## src/rtl/code_conv_pkg.sv

```systemverilog
// Shared constants and types for the arbitrated code-conversion block.
package code_conv_pkg;
    localparam int DIN_W  = 4;
    localparam int DOUT_W = 5;
    localparam int MODE_W = 3;

    localparam logic [MODE_W-1:0] MODE_BIN2BCD  = 3'd0;
    localparam logic [MODE_W-1:0] MODE_BIN2GRAY = 3'd1;
    localparam logic [MODE_W-1:0] MODE_GRAY2BIN = 3'd2;
    localparam logic [MODE_W-1:0] MODE_BIN2EX3  = 3'd3;
    localparam logic [MODE_W-1:0] MODE_EX3BIN   = 3'd4;

    typedef enum logic [1:0] {IDLE, CONV, RESP} state_t;
endpackage

```

## src/rtl/code_conv_core.sv

```systemverilog
// Combinational 4-bit code converter; result is zero-extended to DOUT_W.
module code_conv_core
    import code_conv_pkg::*;
(
    input  logic [MODE_W-1:0] mode,
    input  logic [DIN_W-1:0]  din,
    output logic [DOUT_W-1:0] dout,
    output logic              err
);
    always_comb begin
        dout = '0;
        err  = 1'b0;
        case (mode)
            MODE_BIN2BCD: begin
                if (din >= 4'd10) dout = {1'b1, din - 4'd10};
                else              dout = {1'b0, din};
            end
            MODE_BIN2GRAY: dout = {1'b0, din ^ (din >> 1)};
            MODE_GRAY2BIN: dout = {1'b0, din[3], ^din[3:2], ^din[3:1], ^din[3:0]};
            MODE_BIN2EX3:  dout = {1'b0, din} + 5'd3;
            MODE_EX3BIN: begin
                // Only 3..12 are legal excess-3 digits
                if (din < 4'd3 || din > 4'd12) err = 1'b1;
                else                           dout = {1'b0, din - 4'd3};
            end
            default: err = 1'b1;
        endcase
    end
endmodule

```

## src/rtl/code_conv_arbiter.sv

```systemverilog
// Round-robin front end sharing one code_conv_core among N_REQ requesters,
// with a registered convert stage and a valid/ready result port.
module code_conv_arbiter
    import code_conv_pkg::*;
#(
    parameter int N_REQ = 4,
    parameter int ID_W  = $clog2(N_REQ)
) (
    input  logic                    clk,
    input  logic                    rst_n,
    input  logic [N_REQ-1:0]        req,
    input  logic [MODE_W*N_REQ-1:0] mode,
    input  logic [DIN_W*N_REQ-1:0]  din,
    output logic [N_REQ-1:0]        gnt,
    output logic                    res_valid,
    input  logic                    res_ready,
    output logic [ID_W-1:0]         res_id,
    output logic [DOUT_W-1:0]       res_data,
    output logic                    res_err
);
    state_t              state_q, state_d;
    logic [ID_W-1:0]     ptr;
    logic [ID_W-1:0]     cand;
    logic [ID_W-1:0]     win_idx;
    logic                win_found;
    logic [MODE_W-1:0]   win_mode, cap_mode;
    logic [DIN_W-1:0]    win_din, cap_din;
    logic [ID_W-1:0]     cap_id;
    logic [DOUT_W-1:0]   core_dout;
    logic                core_err;

    // Rotating search starting just after the last winner
    always_comb begin
        win_found = 1'b0;
        win_idx   = '0;
        cand      = '0;
        for (int k = 1; k <= N_REQ; k++) begin
            cand = ID_W'((int'(ptr) + k) % N_REQ);
            if (!win_found && req[cand]) begin
                win_found = 1'b1;
                win_idx   = cand;
            end
        end
        win_mode = '0;
        win_din  = '0;
        for (int i = 0; i < N_REQ; i++) begin
            if (win_idx == ID_W'(i)) begin
                win_mode = mode[MODE_W*i +: MODE_W];
                win_din  = din[DIN_W*i +: DIN_W];
            end
        end
        gnt = '0;
        if (rst_n && state_q == IDLE && win_found) gnt[win_idx] = 1'b1;
    end

    always_comb begin
        state_d = state_q;
        case (state_q)
            IDLE:    if (win_found) state_d = CONV;
            CONV:    state_d = RESP;
            RESP:    if (res_valid && res_ready) state_d = IDLE;
            default: state_d = IDLE;
        endcase
    end

    always_ff @(posedge clk or negedge rst_n) begin
        if (!rst_n) state_q <= IDLE;
        else        state_q <= state_d;
    end

    code_conv_core u_core (
        .mode (cap_mode),
        .din  (cap_din),
        .dout (core_dout),
        .err  (core_err)
    );

    always_ff @(posedge clk or negedge rst_n) begin
        if (!rst_n) begin
            ptr       <= ID_W'(N_REQ - 1);
            cap_mode  <= '0;
            cap_din   <= '0;
            cap_id    <= '0;
            res_valid <= 1'b0;
            res_id    <= '0;
            res_data  <= '0;
            res_err   <= 1'b0;
        end else begin
            case (state_q)
                IDLE: if (win_found) begin
                    ptr      <= win_idx;
                    cap_mode <= win_mode;
                    cap_din  <= win_din;
                    cap_id   <= win_idx;
                end
                CONV: begin
                    res_valid <= 1'b1;
                    res_data  <= core_dout;
                    res_err   <= core_err;
                    res_id    <= cap_id;
                end
                RESP: if (res_ready) res_valid <= 1'b0;
                default: ;
            endcase
        end
    end
endmodule
```

## config.mk

```make
export PLATFORM = sky130hd
export DESIGN_NAME = code_conv_arbiter
export DESIGN_NICKNAME = d
export VERILOG_FILES = /design/src/rtl/code_conv_pkg.sv /design/src/rtl/code_conv_core.sv /design/src/rtl/code_conv_arbiter.sv
export SDC_FILE = /design/constraint.sdc
export NUM_CORES = 1
export LEC_CHECK = 0
export BUFFER_PORTS_ARGS = -buffer_cell sky130_fd_sc_hd__buf_2
export CORE_MARGIN = 10
export CORE_UTILIZATION = 52
export DETAILED_ROUTE_END_ITERATION = 10
export HOLD_SLACK_MARGIN = 0.02
export PLACE_DENSITY = 0.88
export SYNTH_ARGS = -nofsm -noshare
export SYNTH_HDL_FRONTEND = slang
export SYNTH_SLANG_ARGS = --single-unit
```

## constraint.sdc

```tcl
create_clock -name clk -period 2.4 [get_ports clk]
set_clock_uncertainty 0.05 [all_clocks]
set_input_delay 0.48 -clock clk [delete_from_list [all_inputs] [get_ports clk]]
set_output_delay 0.48 -clock clk [all_outputs]
set_load 0.005 [all_outputs]
```

# [Yosys cells after proc, flatten, opt, wreduce, memory -nomap -nowiden]
# Cells that the tools add are included.
[word_totals] elab_cells=97 ff_bits=22 output_inout_bits=13
[classes] reduce_logical=22 n_bitwise=1 magnitude_cmp=9 add_sub_neg=7 mux=37 eq_ne=12
[op_table] op="$pmux W5 S5" n=1
[op_table] op="$mux W4" n=6
[op_table] op="$lt A2 B3 Y1 const B" n=5
[op_table] op="$mux W2" n=6
[op_table] op="$mux W3" n=4
[op_table] op="$mux W1" n=11
[op_table] op="$bmux W1 S2" n=4
[op_table] op="$logic_and A1 B1 Y1" n=7
[op_table] op="$eq A2 B2 Y1 const B" n=3
[op_table] op="$eq A3 B2 Y1 const B" n=2
[op_table] op="$ne A2 B2 Y1 const B" n=3
[op_table] op="$pmux W2 S3" n=1
[op_table] op="$reduce_and A2 Y1" n=3
[op_table] op="$add A4 B2 Y5 const B" n=1
[op_table] op="$mux W5" n=1
[op_table] op="$add A2 B1 Y2 const B" n=2
[op_table] op="$add A2 B2 Y2 const B" n=2
[op_table] op="$eq A2 B1 Y1 const B" n=2
[op_table] op="$ge A4 B4 Y1 const B" n=1
[op_table] op="$gt A4 B4 Y1 const B" n=1
[op_table] op="$logic_not A2 Y1" n=2
[op_table] op="$lt A4 B2 Y1 const B" n=1
[op_table] op="$pmux W1 S2" n=2
[op_table] op="$reduce_or A4 Y1" n=1
[op_table] op="14 further kinds" n=16

# [Logic depth before layout (Yosys ltp)]
[logic_depth] word_depth=18 depth_mapped=8

# [Cells and area by module]
# Synthesis repeated with hierarchy kept, for this count alone.
[unflattened] hier_cells=188 hier_area_um2=1742.9
[modules_own_cells] module="code_conv_arbiter" area_each_um2=1234.9 n_inst=1 seq_area_each_um2=553.0 cells_each=118
[modules_own_cells] module="code_conv_core" area_each_um2=508.0 n_inst=1 seq_area_each_um2=0.0 cells_each=70

# [Least setup slack after synthesis]
# Ideal clock, no wire load.
[synth_path] path_type="input to output" from="input port req[0]" to="output port gnt[0]" setup_slack_ns=0.397 arrival_ns=1.473 required_time_ns=1.870 n_path_buf=1 stages=6 path_cell_list="or4_4 > nand2_4 > inv_6 > buf_6 > nand3b_1 > nor2_1"
[synth_via] elab_chain_cells=17
[synth_rtl] item="from (decl)" line_no="code_conv_arbiter.sv:11" text="input logic [N_REQ-1:0] req,"
[synth_rtl] item="$bmux W1 S2" line_no="code_conv_arbiter.sv:39" text="if (!win_found && req[cand]) begin"
[synth_rtl] item="$mux W1 (not written as such)" line_no="code_conv_arbiter.sv:39"
[synth_rtl] item="$mux W1" line_no="code_conv_arbiter.sv:39"
[synth_rtl] item="$logic_not A1 Y1" line_no="code_conv_arbiter.sv:39"
[synth_rtl] item="$logic_and A1 B1 Y1" line_no="code_conv_arbiter.sv:39"
[synth_rtl] item="$mux W1" line_no="code_conv_arbiter.sv:39"
[synth_rtl] item="$logic_not A1 Y1" line_no="code_conv_arbiter.sv:39"
[synth_rtl] item="$logic_and A1 B1 Y1" line_no="code_conv_arbiter.sv:39"
[synth_rtl] item="$mux W1" line_no="code_conv_arbiter.sv:39"
[synth_rtl] item="$logic_not A1 Y1" line_no="code_conv_arbiter.sv:39"
[synth_rtl] item="$logic_and A1 B1 Y1" line_no="code_conv_arbiter.sv:39"
[synth_rtl] item="$mux W2" line_no="code_conv_arbiter.sv:39"
[synth_rtl] item="$lt A2 B3 Y1 (not written as such) or $ge A2 B1 Y1 (tied branches)" line_no="code_conv_arbiter.sv:53" text="if (rst_n && state_q == IDLE && win_found) gnt[win_idx] = 1'b1;"
[synth_rtl] item="$logic_and A1 B1 Y1 (not written as such)" line_no="code_conv_arbiter.sv:53"
[synth_rtl] item="$mux W1 (not written as such)" line_no="code_conv_arbiter.sv:53"
[synth_rtl] item="$demux W1 S2" line_no="code_conv_arbiter.sv:53"
[synth_rtl] item="$mux W4 *" line_no="code_conv_arbiter.sv:53"
[synth_rtl] item="to (decl)" line_no="code_conv_arbiter.sv:14" text="output logic [N_REQ-1:0] gnt,"
# Every way passes the cells marked *; elsewhere a longest branch is shown, timed or not. The select of a mux whose other input is x is not followed.

# [Worst setup path in the final report]
[layout_path] from="register ptr[1]" to="output port gnt[1]"
[layout_via] elab_chain_cells=18
[layout_rtl] item="from (decl)" line_no="code_conv_arbiter.sv:22" text="logic [ID_W-1:0] ptr;"
[layout_rtl] item="from (signal assigned)" line_no="code_conv_arbiter.sv:80" text="ptr <= ID_W'(N_REQ - 1);"
[layout_rtl] item="from (signal assigned)" line_no="code_conv_arbiter.sv:91" text="ptr <= win_idx;"
[layout_rtl] item="$add A2 B1 Y2" line_no="code_conv_arbiter.sv:38" text="cand = ID_W'((int'(ptr) + k) % N_REQ);"
[layout_rtl] item="$bmux W1 S2" line_no="code_conv_arbiter.sv:39"
[layout_rtl] item="$mux W1 (not written as such)" line_no="code_conv_arbiter.sv:39"
[layout_rtl] item="$mux W1" line_no="code_conv_arbiter.sv:39"
[layout_rtl] item="$logic_not A1 Y1" line_no="code_conv_arbiter.sv:39"
[layout_rtl] item="$logic_and A1 B1 Y1" line_no="code_conv_arbiter.sv:39"
[layout_rtl] item="$mux W1" line_no="code_conv_arbiter.sv:39"
[layout_rtl] item="$logic_not A1 Y1" line_no="code_conv_arbiter.sv:39"
[layout_rtl] item="[... 2 more ...]"
[layout_rtl] item="$logic_not A1 Y1" line_no="code_conv_arbiter.sv:39"
[layout_rtl] item="$logic_and A1 B1 Y1" line_no="code_conv_arbiter.sv:39"
[layout_rtl] item="$mux W2" line_no="code_conv_arbiter.sv:39"
[layout_rtl] item="$lt A2 B3 Y1 (not written as such) or $ge A2 B1 Y1 (tied branches)" line_no="code_conv_arbiter.sv:53"
[layout_rtl] item="$logic_and A1 B1 Y1 (not written as such)" line_no="code_conv_arbiter.sv:53"
[layout_rtl] item="$mux W1 (not written as such)" line_no="code_conv_arbiter.sv:53"
[layout_rtl] item="$demux W1 S2" line_no="code_conv_arbiter.sv:53"
[layout_rtl] item="$mux W4 *" line_no="code_conv_arbiter.sv:53"
# Marked as above.

==> flow_summary.ini <==
[grt]
overflow = 0
track_usage_pct = 13.28
grt_max_degree = 19
grt_first_pass_wirelength_um = 6789
first_global_vias = 1546
antenna_found_initial = 0

[setup_path]
regToRegSetupSlack_ns = 0.28
arrival_ns = 1.78
critPathTopFamily = flip-flops
reg2regPathDepth = 7
slowest_stage = dfstp_2
rr_startpoint = cap_din[2]$_DFFE_PN0P_
path_buf_inv = 1
path_class = reg2out
end_kind = output pin
cpPeakStageDelay_ns = 0.61
critPathRequiredTime_ns = 1.87
timing.rr.end = res_data[2]$_DFFE_PN0P_
start_kind = flop
path_max_fanout = 7
crit_chain = mux2i_1 -> o22a_1 -> o21a_1 -> nor2_1 -> buf_2

[timing]
min_period_over_period_pct = 96.10
drv_slew = 0
setup_violations = 0
slew_headroom_pct = 71.68
hold_ws_ns = 0.4126
period_needed_ns = 2.306
worst_pin_slew_ns = 0.4215
fmax_mhz = 433.6
hold_viol_final = 0
rsz0062_at_grt = false
setup_tns_ns = 0

[detailed_routing]
antenna_left = 0
wirelength_um = 3896
viasPerCell = 5.477
highest-signal-layer = met4
drtIter0Drc = 76
dr_wl_met3_um = 282
remaining_drc_errors = 0
wl_per_cell_um = 13.96
wl_met1_um = 1864
route.met2.wl_um = 1668
num_vias = 1528
drt_pass1_iterations = 4

[cts]
clk_pin_slew_worst_paths_ns = 0.12
cts_buffers = 3
clock-sinks = 22
clock_latency_ns = 0.31
cts_root_buffer = clkbuf_4
cts_tree = yes
clk_path_buf_depth = 2
cts_max_level = 1
cts_setup_buffers = 0

[cells_and_area]
final_core_utilization_pct = 64.51
layout_commonest_cell = buf_2
antenna_cells = 0
design_area_sq_um = 1986
drive_gt1_share_pct = 28.51
fill_cells = 280
layout_common_cells = buf_2 (47), nand2_1 (22), dfrtp_1 (20)
multiInputGateArea_sq_um = 1035
seq_area_sq_um = 553.0
nets = 281
area_growth_syn_to_layout_pct = 18.61

[synthesis]
async_flop_share_pct = 100.0
ys_warn_count = 0
ys.flop_type = dfrtp_1
synth_fa_ha_area_share_pct = 7.474
synth.distinct_cells = 49
synth-seq-cells = 22
synth_top_family_by_area = simple AND/OR/NAND/NOR gates
synth-compound-area-share_pct = 21.15
synth_mux_area_share_pct = 8.744
synth.cell_area_sq_um = 1674
syn_avg_cell_area_sq_um = 8.905
seq_area_frac_synth_pct = 33.03
syn_inst = 188
synth_xor_area_share_pct = 3.139
synth_nets = 233
yosys.area_share.simple_pct = 21.30
synth_edf_count = 0

[placed_design]
dpl_cell_area_sq_um = 1939
hpwl_um = 3194
io_buffers = 47
gp_congestion = 0.8894

[die]
fp.dieArea_sq_um = 5889
start_util_pct = 54.39
dieHeight_um = 76.74
coreArea_sq_um = 3078
rows = 20
ioPinCount = 48
dieWidth_um = 76.74

[run_status]
status = completed

[hold_path]
min_delay_worst_endpoint = cap_din[2]$_DFFE_PN0P_
hold_path_class = in2reg
hold_depth = 3
hp-start = din[2]

[power_and_ir_drop]
power.leakage_nw = 0.9536
p_per_area_nw_per_um2 = 1221
ir_worst_vdd_mv = 0.5160

[flow_run]
max_cap_viol_count = 0
[what timing repair did]
| item | CTS | global route |
|---|---|---|
| hold buffers | 1 | 0 |
| setup endpoints to repair | 0 | 1 |
| gates resized for setup | 0 | 1 |
| hold endpoints to repair | 5 | 0 |
[registers in the layout (all words and copies together) (netlist names)]
register / count
res_data: 5
cap_din: 4
cap_mode: 3
cap_id: 2
ptr: 2
res_id: 2
state_q: 2
res_err: 1
res_valid: 1
[how the worst max path moves through the flow]
| stage | start | to | cells after the start |
|---|---|---|---|
| after floorplan | req[0] | gnt[0] | 6 |
| final | ptr[1]$_DFFE_PN1P_ | gnt[1] | 5 |
| after global routing | ptr[1]$_DFFE_PN1P_ | gnt[1] | 5 |
| after CTS | ptr[1]$_DFFE_PN1P_ | gnt[1] | 5 |
| after global placement | req[0] | gnt[0] | 7 |
| after detailed placement | req[0] | gnt[0] | 7 |
[logic make-up (layout without fill, tap and decap cells)]
group                    count (synthesis)  after routing
AO/OA/AOI/OAI                           50             50
adder cells (fa/ha/maj)                 10             10
XOR/XNOR                                 6              6
buffers and inverters                   16             63
flip-flops                              22             22
multiplexers                            14             14
AND/OR/NAND/NOR                         70             70
[worst min-delay path, delay by kind of cell]
kind | cells | cell delay, ns
buffers and inverters | 1 | 0.07
muxes | 1 | 0.06
AOI/OAI and AO/OA | 1 | 0.13
[cell type report]
class | instances | share of cell area, %
clock buffer | 4 | 1.827
inverter | 7 | 1.575
multi-input combinational | 150 | 52.11
sequential | 22 | 27.85
tap | 44 | 2.773
timing repair buffer | 52 | 13.86
[metrics by stage]
stage | total power [mW] | setup slack [ns] | cells
floorplan | 1.879 | 0.3965 | 188
global placement | 2.168 | 0.1957 | 274
detailed placement | 2.222 | 0.1658 | 274
CTS | 2.427 | 0.07703 | 279
global route | 2.662 | 0.003113 | 279
finish | 2.425 | 0.09361 | 279
[synth_stat cells (2+ instances only)]
cell type	instances	area, sq um
a211oi_1	2	15.01
a21o_1	3	22.52
a21oi_1	10	50.05
a221oi_1	3	26.28
a2bb2oi_1	2	17.52
buf_6	2	22.52
clkbuf_1	4	15.01
dfrtp_1	20	500.5
dfstp_2	2	52.55
ha_1	10	125.1
inv_1	6	22.52
mux2_1	3	33.78
mux2_2	2	22.52
mux2i_1	9	90.09
nand2_1	22	82.58
nand2b_1	6	37.54
nand3_1	13	65.06
nand3b_1	4	30.03
nor2_1	10	37.54
nor2b_1	5	31.28
nor3_1	2	10.01
nor3b_1	2	15.01
o211a_1	2	20.02
o211ai_1	3	22.52
o21ai_0	11	55.05
o221ai_1	2	17.52
o31ai_1	2	15.01
xnor2_1	4	35.03
xor2_1	2	17.52
[power breakdown]
group | switching, mW | internal [mW] | total (mW) | leakage (nW)
Clock | 0.112 | 0.0925 | 0.205 | 0.0210
Combinational | 0.777 | 0.652 | 1.43 | 0.664
Sequential | 0.232 | 0.559 | 0.791 | 0.269
[per-layer routing]
metal  vias to the layer above  track usage (%)
li1                        771                -
met1                       687            17.06
met2                        62            20.15
met3                         8            3.730
met4                         0            5.762
met5                         -                0
No activity file was read; power rests on OpenSTA's default activity.
